**config.mk**
```make
export PLATFORM = sky130hd
export DESIGN_NAME = pipe_stage_reg
export DESIGN_NICKNAME = d
export VERILOG_FILES = /design/src/rtl/pipe_pkg.sv /design/src/rtl/pipe_skid_slot.sv /design/src/rtl/pipe_stage_reg.sv
export SDC_FILE = /design/constraint.sdc
export NUM_CORES = 1
export LEC_CHECK = 0
export CELL_PAD_IN_SITES_DETAIL_PLACEMENT = 1
export CELL_PAD_IN_SITES_GLOBAL_PLACEMENT = 1
export CORE_AREA = 2 2 97 122
export CTS_CLUSTER_DIAMETER = 150
export CTS_CLUSTER_SIZE = 28
export DETAILED_ROUTE_END_ITERATION = 16
export DIE_AREA = 0 0 99 124
export GPL_TIMING_DRIVEN = 1
export PLACE_DENSITY = 0.76
export SKIP_LAST_GASP = 1
export SYNTH_ARGS = -nofsm -noshare
export SYNTH_HDL_FRONTEND = slang
export SYNTH_HIERARCHICAL = 1
export SYNTH_SLANG_ARGS = --single-unit
```
**constraint.sdc**
```tcl
create_clock -name clk -period 2.43 [get_ports clk]
set_input_delay 0.486 -clock clk [delete_from_list [all_inputs] [get_ports clk]]
set_output_delay 0.486 -clock clk [all_outputs]
set_load 0.01 [all_outputs]
```
**src/rtl/pipe_pkg.sv**
```systemverilog
// -----------------------------------------------------------------------------
// pipe_pkg
//
// Shared definitions for the CPU pipeline stage registers.
//   - pipe_state_t : occupancy state of a pipe_stage_reg (EMPTY / FULL / SKID)
//   - DEFAULT_CNT_W: default width of the per-stage stall counter
//   - *_W          : payload widths of the inter-stage registers
//
// SKID is only reachable when PIPE_STAGE_SKID_EN is defined. The encoding is
// shared by both builds.
// -----------------------------------------------------------------------------
package pipe_pkg;

    typedef enum logic [1:0] {
        EMPTY = 2'd0,
        FULL  = 2'd1,
        SKID  = 2'd2
    } pipe_state_t;

    localparam int unsigned DEFAULT_CNT_W = 16;

    // IF/ID packs {instr, pc4}; the later stages carry decoded control plus
    // operands and results.
    localparam int unsigned IF_ID_W   = 64;
    localparam int unsigned ID_EX_W   = 160;
    localparam int unsigned EX_MEM_W  = 112;
    localparam int unsigned MEM_WB_W  = 72;

endpackage

```
**src/rtl/pipe_skid_slot.sv**
```systemverilog
// -----------------------------------------------------------------------------
// pipe_skid_slot
//
// One storage slot of a pipeline stage: a WIDTH-bit payload plus a valid bit.
// The same module is used for the main slot and for the optional skid slot.
//
// Parameters:
//   WIDTH   payload width
//   BUBBLE  payload value held while the slot is empty
//
// Ports:
//   clk        in   rising-edge clock
//   clr        in   asynchronous active-high reset (slot -> BUBBLE, invalid)
//   clear      in   synchronous clear to BUBBLE / invalid (wins over load)
//   load       in   capture load_data and mark the slot valid
//   load_data  in   payload to capture
//   data       out  registered payload
//   valid      out  registered valid bit
// -----------------------------------------------------------------------------
module pipe_skid_slot #(
    parameter int unsigned      WIDTH  = 64,
    parameter logic [WIDTH-1:0] BUBBLE = {WIDTH{1'b0}}
) (
    input  logic             clk,
    input  logic             clr,
    input  logic             clear,
    input  logic             load,
    input  logic [WIDTH-1:0] load_data,
    output logic [WIDTH-1:0] data,
    output logic             valid
);

    logic [WIDTH-1:0] data_q;
    logic             valid_q;

    always_ff @(posedge clk or posedge clr) begin
        if (clr) begin
            data_q  <= BUBBLE;
            valid_q <= 1'b0;
        end else if (clear) begin
            data_q  <= BUBBLE;
            valid_q <= 1'b0;
        end else if (load) begin
            data_q  <= load_data;
            valid_q <= 1'b1;
        end
    end

    assign data  = data_q;
    assign valid = valid_q;

endmodule

```
**src/rtl/pipe_stage_reg.sv**
```systemverilog
// -----------------------------------------------------------------------------
// pipe_stage_reg
//
// Parametrised pipeline stage register with valid/ready handshake, synchronous
// flush to a bubble and a saturating stall counter. Sits between every pair of
// CPU pipeline stages.
//
// Build option (macro PIPE_STAGE_SKID_EN):
//   defined   - adds a skid slot and the SKID state; in_ready comes straight
//               from the state register, with no path from out_ready.
//   undefined - single slot; in_ready = !out_valid || out_ready (combinational).
// The port list is identical in both builds.
//
// Parameters:
//   WIDTH   payload width
//   BUBBLE  payload shown while empty, after flush and after reset
//   CNT_W   stall counter width
//
// Ports:
//   clk        in   rising-edge clock
//   clr        in   asynchronous active-high reset
//   flush      in   synchronous squash of all held entries
//   in_valid   in   upstream offers in_data
//   in_ready   out  stage accepts this cycle
//   in_data    in   upstream payload
//   out_valid  out  out_data is live (registered)
//   out_ready  in   downstream accepts this cycle
//   out_data   out  registered payload
//   stall_cnt  out  cycles with out_valid && !out_ready, saturating
// -----------------------------------------------------------------------------
module pipe_stage_reg
    import pipe_pkg::*;
#(
    parameter int unsigned      WIDTH  = IF_ID_W,
    parameter logic [WIDTH-1:0] BUBBLE = {WIDTH{1'b0}},
    parameter int unsigned      CNT_W  = DEFAULT_CNT_W
) (
    input  logic             clk,
    input  logic             clr,
    input  logic             flush,
    input  logic             in_valid,
    output logic             in_ready,
    input  logic [WIDTH-1:0] in_data,
    output logic             out_valid,
    input  logic             out_ready,
    output logic [WIDTH-1:0] out_data,
    output logic [CNT_W-1:0] stall_cnt
);

    pipe_state_t state_q, state_d;

    logic             in_fire;
    logic             out_fire;

    logic             main_load;
    logic             main_clear;
    logic [WIDTH-1:0] main_load_data;
    logic [WIDTH-1:0] main_data;
    logic             main_valid;

    logic [CNT_W-1:0] stall_q, stall_d;

`ifdef PIPE_STAGE_SKID_EN
    logic             skid_load;
    logic             skid_clear;
    logic [WIDTH-1:0] skid_data;
    logic             skid_valid;
`endif

    // -------------------------------------------------------------------------
    // Handshake
    // -------------------------------------------------------------------------
`ifdef PIPE_STAGE_SKID_EN
    // Registered ready: only the SKID state refuses input.
    assign in_ready = (state_q != SKID);
`else
    assign in_ready = !main_valid || out_ready;
`endif

    assign in_fire  = in_valid && in_ready;
    assign out_fire = out_valid && out_ready;

    // -------------------------------------------------------------------------
    // Next-state and slot control
    // -------------------------------------------------------------------------
    always_comb begin
        state_d        = state_q;
        main_load      = 1'b0;
        main_clear     = 1'b0;
        main_load_data = in_data;
`ifdef PIPE_STAGE_SKID_EN
        skid_load      = 1'b0;
        skid_clear     = 1'b0;
`endif

        if (flush) begin
            // Anything offered this cycle is dropped, even if in_ready is high.
            state_d    = EMPTY;
            main_clear = 1'b1;
`ifdef PIPE_STAGE_SKID_EN
            skid_clear = 1'b1;
`endif
        end else begin
            unique case (state_q)
                EMPTY: begin
                    if (in_fire) begin
                        state_d   = FULL;
                        main_load = 1'b1;
                    end
                end

                FULL: begin
                    if (in_fire && out_fire) begin
                        main_load = 1'b1;
                    end else if (out_fire) begin
                        state_d    = EMPTY;
                        main_clear = 1'b1;
                    end
`ifdef PIPE_STAGE_SKID_EN
                    // in_fire with a stalled output: park the new entry.
                    else if (in_fire) begin
                        state_d   = SKID;
                        skid_load = 1'b1;
                    end
`endif
                end

`ifdef PIPE_STAGE_SKID_EN
                SKID: begin
                    if (out_fire) begin
                        state_d        = FULL;
                        main_load      = 1'b1;
                        main_load_data = skid_data;
                        skid_clear     = 1'b1;
                    end
                end
`endif

                default: begin
                    state_d    = EMPTY;
                    main_clear = 1'b1;
                end
            endcase
        end
    end

    always_ff @(posedge clk or posedge clr) begin
        if (clr) begin
            state_q <= EMPTY;
        end else begin
            state_q <= state_d;
        end
    end

    // -------------------------------------------------------------------------
    // Storage slots
    // -------------------------------------------------------------------------
    pipe_skid_slot #(
        .WIDTH  (WIDTH),
        .BUBBLE (BUBBLE)
    ) u_main_slot (
        .clk       (clk),
        .clr       (clr),
        .clear     (main_clear),
        .load      (main_load),
        .load_data (main_load_data),
        .data      (main_data),
        .valid     (main_valid)
    );

`ifdef PIPE_STAGE_SKID_EN
    pipe_skid_slot #(
        .WIDTH  (WIDTH),
        .BUBBLE (BUBBLE)
    ) u_skid_slot (
        .clk       (clk),
        .clr       (clr),
        .clear     (skid_clear),
        .load      (skid_load),
        .load_data (in_data),
        .data      (skid_data),
        .valid     (skid_valid)
    );

    // The skid valid bit mirrors state_q == SKID; it must never be set
    // while the stage claims it can accept input.
    always_ff @(posedge clk) begin
        if (!clr) begin
            assert (!(skid_valid && in_ready))
                else $error("skid slot occupied while in_ready is high");
        end
    end
`endif

    assign out_valid = main_valid;
    assign out_data  = main_data;

    // -------------------------------------------------------------------------
    // Saturating stall counter (flush does not touch it)
    // -------------------------------------------------------------------------
    always_comb begin
        stall_d = stall_q;
        if (out_valid && !out_ready && (stall_q != {CNT_W{1'b1}})) begin
            stall_d = stall_q + CNT_W'(1);
        end
    end

    always_ff @(posedge clk or posedge clr) begin
        if (clr) begin
            stall_q <= '0;
        end else begin
            stall_q <= stall_d;
        end
    end

    assign stall_cnt = stall_q;

endmodule

```
After elaboration in Yosys (flattened, before gate mapping)

Index checks and enable logic that the tools add are counted.

Output and inout port bits: 82
Logic and storage cells: 38
Register bits after elaboration: 83

Eq/ne operators: 5
Muxes and demuxes: 17
Add/subtract/negate cells: 1
Reductions and logical operators: 11

Operator list:

| cell                    | number |
|---|---|
| $mux W64                | 2 |
| $add A16 B1 Y16 const B | 1 |
| $ne A16 B16 Y1 const B  | 1 |
| $ne A3 B3 Y1 const B    | 3 |
| $mux W1                 | 8 |
| $mux W2                 | 4 |
| $logic_and A1 B1 Y1     | 5 |
| $pmux W1 S2             | 2 |
| $pmux W2 S2             | 1 |
| $reduce_and A3 Y1       | 1 |
| $eq A2 B1 Y1 const B    | 1 |
| $logic_not A1 Y1        | 2 |
| $logic_not A2 Y1        | 1 |
| $reduce_bool A2 Y1      | 1 |
| $logic_or A1 B1 Y1      | 1 |

Depth between registers and ports, before layout

Word-level depth: 9
Gate-level depth with buffers: 7

Cells and area by module

The synthesis kept the hierarchy.

Modules (own cells, without submodules):

| module         | area an instance (sq um) | cells an instance | times used | seq. area each (sq um) |
|---|---|---|---|---|
| pipe_skid_slot | 2,640.0                  | 210               | 1          | 1,626.6 |
| pipe_stage_reg | 850.8                    | 77                | 1          | 425.4 |

Worst setup path before layout

OpenSTA, ideal clock, no wires.

Path kind: flip-flop to flip-flop
From: register stall_q[0], in the netlist stall_cnt[0]
To: register stall_q[9], in the netlist stall_cnt[9]
Arrival time: 1.551 ns
Path slack: 0.750 ns
Stages on the path, launching flop included: 7
Buffers on the path: 1
Cell sequence: dfrtp_1 ha_1 and4_1 a41oi_2 buf_4 nand4_1 xnor2_1

Word-level cells in the longest chain between the ends: 2
Elaborated cells between the ends (all ways): 3
Those cells by class: add/sub: 1; eq/ne: 1; reduce/logical: 1

RTL lines:

| item                                                                    | RTL line              | RTL |
|---|---|---|
| start, declared                                                         | pipe_stage_reg.sv:61  | `logic [CNT_W-1:0] stall_q, stall_d;` |
| start signal, assigned                                                  | pipe_stage_reg.sv:212 | `stall_q <= stall_d;` |
| parallel branches: the longest is 2 deep, another holds $add A16 B1 Y16 | n/a                   |  |

Several ways; the timed one is not identified.
A chain may end at the register's enable or synchronous reset.

Final worst setup path

From: input out_ready
To: output in_ready

Word-level cells in the longest chain between the ends: 1

RTL lines:

| item               | RTL line             | RTL |
|---|---|---|
| start, declared    | pipe_stage_reg.sv:45 | `input logic out_ready,` |
| $logic_or A1 B1 Y1 | pipe_stage_reg.sv:77 | `assign in_ready = !main_valid \|\| out_ready;` |
| end, declared      | pipe_stage_reg.sv:42 | `output logic in_ready,` |

Every way passes these cells.

==> run summary <==
TIMING
-------------------------------------------------------------------------------
Number of failing hold endpoints at the final stage ..............            0
Period utilization ...............................................        0.865
Count of final max-slew check failures ...........................            0
Total Neg Setup Slack ............................................         0 ns
Skew final .......................................................   0.00470 ns
Fmax .............................................................    0.476 GHz
Slew @ Worst Pin .................................................     0.677 ns
Worst Setup Slack, final .........................................     0.328 ns
Time the worst path needs with I/O delays and setup ..............      2.10 ns
Number of setup violations in the final report ...................            0
Setup repair after global routing missed its margin ..............           no
Relative slew margins ............................................        0.548

SETUP PATH
-------------------------------------------------------------------------------
Kind of start point of the critical path .........................   input port
Reg2Reg Depth ....................................................            5
Critical Path Fanout Max .........................................            2
Startpoint of the lowest-slack register-to-register path ......... stall_cnt[0]
Path type of the worst setup path ................................       in2out
Data required time of the worst path .............................      1.94 ns
Worst EP arrival .................................................      1.62 ns
Worst setup slack for register-to-register paths .................      0.60 ns
Reg-to-reg critical path endpoint ................................ stall_cnt[1]
Worst Setup End Kind ............................................. primary output

CLOCK TREE
-------------------------------------------------------------------------------
Buffer cell driving the clock tree root .......................... sky130_fd_sc_hd__clkbuf_16
Buffer depth of the longest clock path ...........................            2
Post-CTS setup buffer count ......................................            0
Clock buffer count from CTS ......................................            9
Post_cts resized .................................................            0
Depth of the CTS H-tree ..........................................            3
Clock latency on the worst-skew pair .............................      0.33 ns
Worst-path clk slew ..............................................      0.06 ns
CTS tree .........................................................          yes
# clock sinks ....................................................           82
Hold buffers post-CTS ............................................            0

LAYOUT
-------------------------------------------------------------------------------
Post-Layout Cell Count ...........................................          579
Multi-input gate area in the final layout ........................     1300 um2
Antenna fix cells ................................................            0
Layout cells sized above 1 .......................................       0.0676
Final core area utilization ......................................        0.493
Relative area change from synthesis to final layout ..............        55.9%
Sequential Area ..................................................     2050 um2
Post-layout net count ............................................          510
Count of filler cells inserted in the layout .....................         1172

ROUTING
-------------------------------------------------------------------------------
Overall via count from detail_route ..............................         2741
Wire length per cell .............................................      16.8 um
Drc violations ...................................................            0
Via density per instance .........................................         4.73
Detailed-router iteration count before antenna repair ............            4
Initial DRC count ................................................           63
Drt total wl .....................................................      9730 um
Post-route antenna net violation count ...........................            0

SYNTHESIS
-------------------------------------------------------------------------------
Primary flip-flop cell chosen by synthesis mapping ............... sky130_fd_sc_hd__dfrtp_1
Number of synthesized flops with an enable pin ...................            0
Post-synthesis cell area .........................................     3490 um2
Most used standard cell by instance count after synthesis ........ sky130_fd_sc_hd__dfrtp_1
Mean post-synth cell area ........................................     12.2 um2
Count of different cell masters after synthesis ..................           29
Synth warn .......................................................            6
Cell types occupying the most area after synthesis ............... sky130_fd_sc_hd__dfrtp_1, sky130_fd_sc_hd__mux2i_1, sky130_fd_sc_hd__nor2_1, sky130_fd_sc_hd__xnor2_1, sky130_fd_sc_hd__buf_8
Cells after synthesis ............................................          287
Synthesized netlist net count ....................................          357
Top cell types by occurrence after synthesis ..................... sky130_fd_sc_hd__dfrtp_1, sky130_fd_sc_hd__nor2_1, sky130_fd_sc_hd__mux2i_1
Flop and latch count out of synthesis ............................           82
Portion of the post-synthesis area used by sequential elements ...        0.588
Area fraction of the dominant cell type after synthesis ..........        0.588
Cell taking the most area after synthesis ........................ sky130_fd_sc_hd__dfrtp_1
Asr flop ratio synth .............................................         1.00

PLACEMENT
-------------------------------------------------------------------------------
# port buffers ...................................................          150
Final weighted congestion of routability-driven global placement .        0.792
Instance count after placement with tap cells included ...........          564
Setup WS pre-CTS .................................................     0.260 ns
HPWL Detailed ....................................................      7100 um

GLOBAL ROUTE
-------------------------------------------------------------------------------
Largest net degree at the start of global routing ................           66
Global-route usage over all layers ...............................        0.164
Vias in the first global route ...................................         3094
Total congestion overflow ........................................            0
Global-route wire length before repair ...........................     15700 um
Initial antenna violation count ..................................            0

DIE
-------------------------------------------------------------------------------
Initial standard-cell utilization of the core ....................        0.317
Row count ........................................................           43
Die outline area .................................................    12300 um2
Die outline height ...............................................       124 um
Number of placed I/O pins ........................................          151
Area of the core .................................................    11000 um2
Width of the die .................................................        99 um

HOLD PATH
-------------------------------------------------------------------------------
Hold path startpoint ............................................. stall_cnt[14]
Hold Path Cell Cnt ...............................................            1
Min-Delay Endpoint ............................................... stall_cnt[14]
Worst min path class .............................................      reg2reg

OUTCOME
-------------------------------------------------------------------------------
Status ........................................................... finished clean

PWR
-------------------------------------------------------------------------------
Final Power ......................................................      3.45 mW
Max VDD drop .....................................................     0.306 mV
Power per unit of standard cell area .............................   633 nW/um2
Leakage ..........................................................      2.30 nW

FLOW RUN
-------------------------------------------------------------------------------
Max-capacitance violation count ..................................            0

## flip-flops by register name, summed over array words and instances (netlist names)
signal,flops
stall_cnt,16
state_q,1
u_main_slot/data,64
u_main_slot/valid,1
## how the worst max path moves through the flow
stage | start | endpoint | slack, ns | depth (start not counted)
floorplan | clr | u_main_slot/data[0] | 0.32 | 1
global placement | out_ready | in_ready | 0.33 | 3
detailed placement | out_ready | u_main_slot/data[46] | 0.26 | 7
CTS | out_ready | in_ready | 0.32 | 3
global route | out_ready | in_ready | 0.28 | 3
finish | out_ready | in_ready | 0.33 | 3
## layout by cell type, fill, tap and decap left out, types with 2 or more instances in the layout
cell,instances
sky130_fd_sc_hd__clkbuf_16,9
sky130_fd_sc_hd__nor3_2,3
sky130_fd_sc_hd__nor2_1,69
sky130_fd_sc_hd__and3_1,2
sky130_fd_sc_hd__nand3_1,4
sky130_fd_sc_hd__buf_4,3
sky130_fd_sc_hd__buf_12,5
sky130_fd_sc_hd__mux2i_1,64
sky130_fd_sc_hd__clkbuf_1,2
sky130_fd_sc_hd__and4_1,2
sky130_fd_sc_hd__clkdlybuf4s50_1,150
sky130_fd_sc_hd__nand2_1,7
sky130_fd_sc_hd__nand4_1,9
sky130_fd_sc_hd__dfrtp_1,82
sky130_fd_sc_hd__xor2_1,5
sky130_fd_sc_hd__xnor2_1,10
sky130_fd_sc_hd__clkinv_2,2
## stage by stage
| stage | cell area [um2] | hold WS (ns) |
|---|---|---|
| after floorplan | 3490 | 0.412 |
| after global placement | 5150 | 0.487 |
| after detailed placement | 5150 | 0.484 |
| after CTS | 5440 | 0.496 |
| after global routing | 5440 | 0.514 |
| final | 5440 | 0.493 |
## cells by family (layout without fill, tap and decap cells)
kind of cell,after synthesis,in the layout,synth area share
simple gates,101,101,0.132
flops,82,82,0.588
mux,65,65,0.187
buf+inv,18,175,0.0405
xor+xnor,15,15,0.0376
compound gates,5,5,0.0122
fa+ha+maj,1,1,0.00358
## layout make-up
cell class / count / area share
clock buffer: 12 / 0.0453
clock inverter: 3 / 0.00736
inverter: 2 / 0.00138
multi-input combinational: 187 / 0.239
sequential: 82 / 0.377
tap: 135 / 0.0310
timing repair buffer: 158 / 0.298
## power breakdown
part	internal, mW	total [mW]	switching, mW
logic	0.348	0.591	0.243
clock network	0.815	1.32	0.508
registers	1.45	1.53	0.0846
## worst max-delay path, cell delays in order
cell                              delay (ns)
sky130_fd_sc_hd__clkdlybuf4s50_1        0.47
sky130_fd_sc_hd__nand2b_1               0.12
sky130_fd_sc_hd__clkdlybuf4s50_1        0.54
## metal layers
layer | GRT usage | share of wire | vias up
met5 | 0 | 0 | -
met4 | 0.0616 | 0.016 | 0
met3 | 0.0488 | 0.061 | 13
met2 | 0.304 | 0.56 | 88
met1 | 0.176 | 0.36 | 1366
li1 | - | - | 1274
Note: power is estimated with default switching activity, not from simulation.
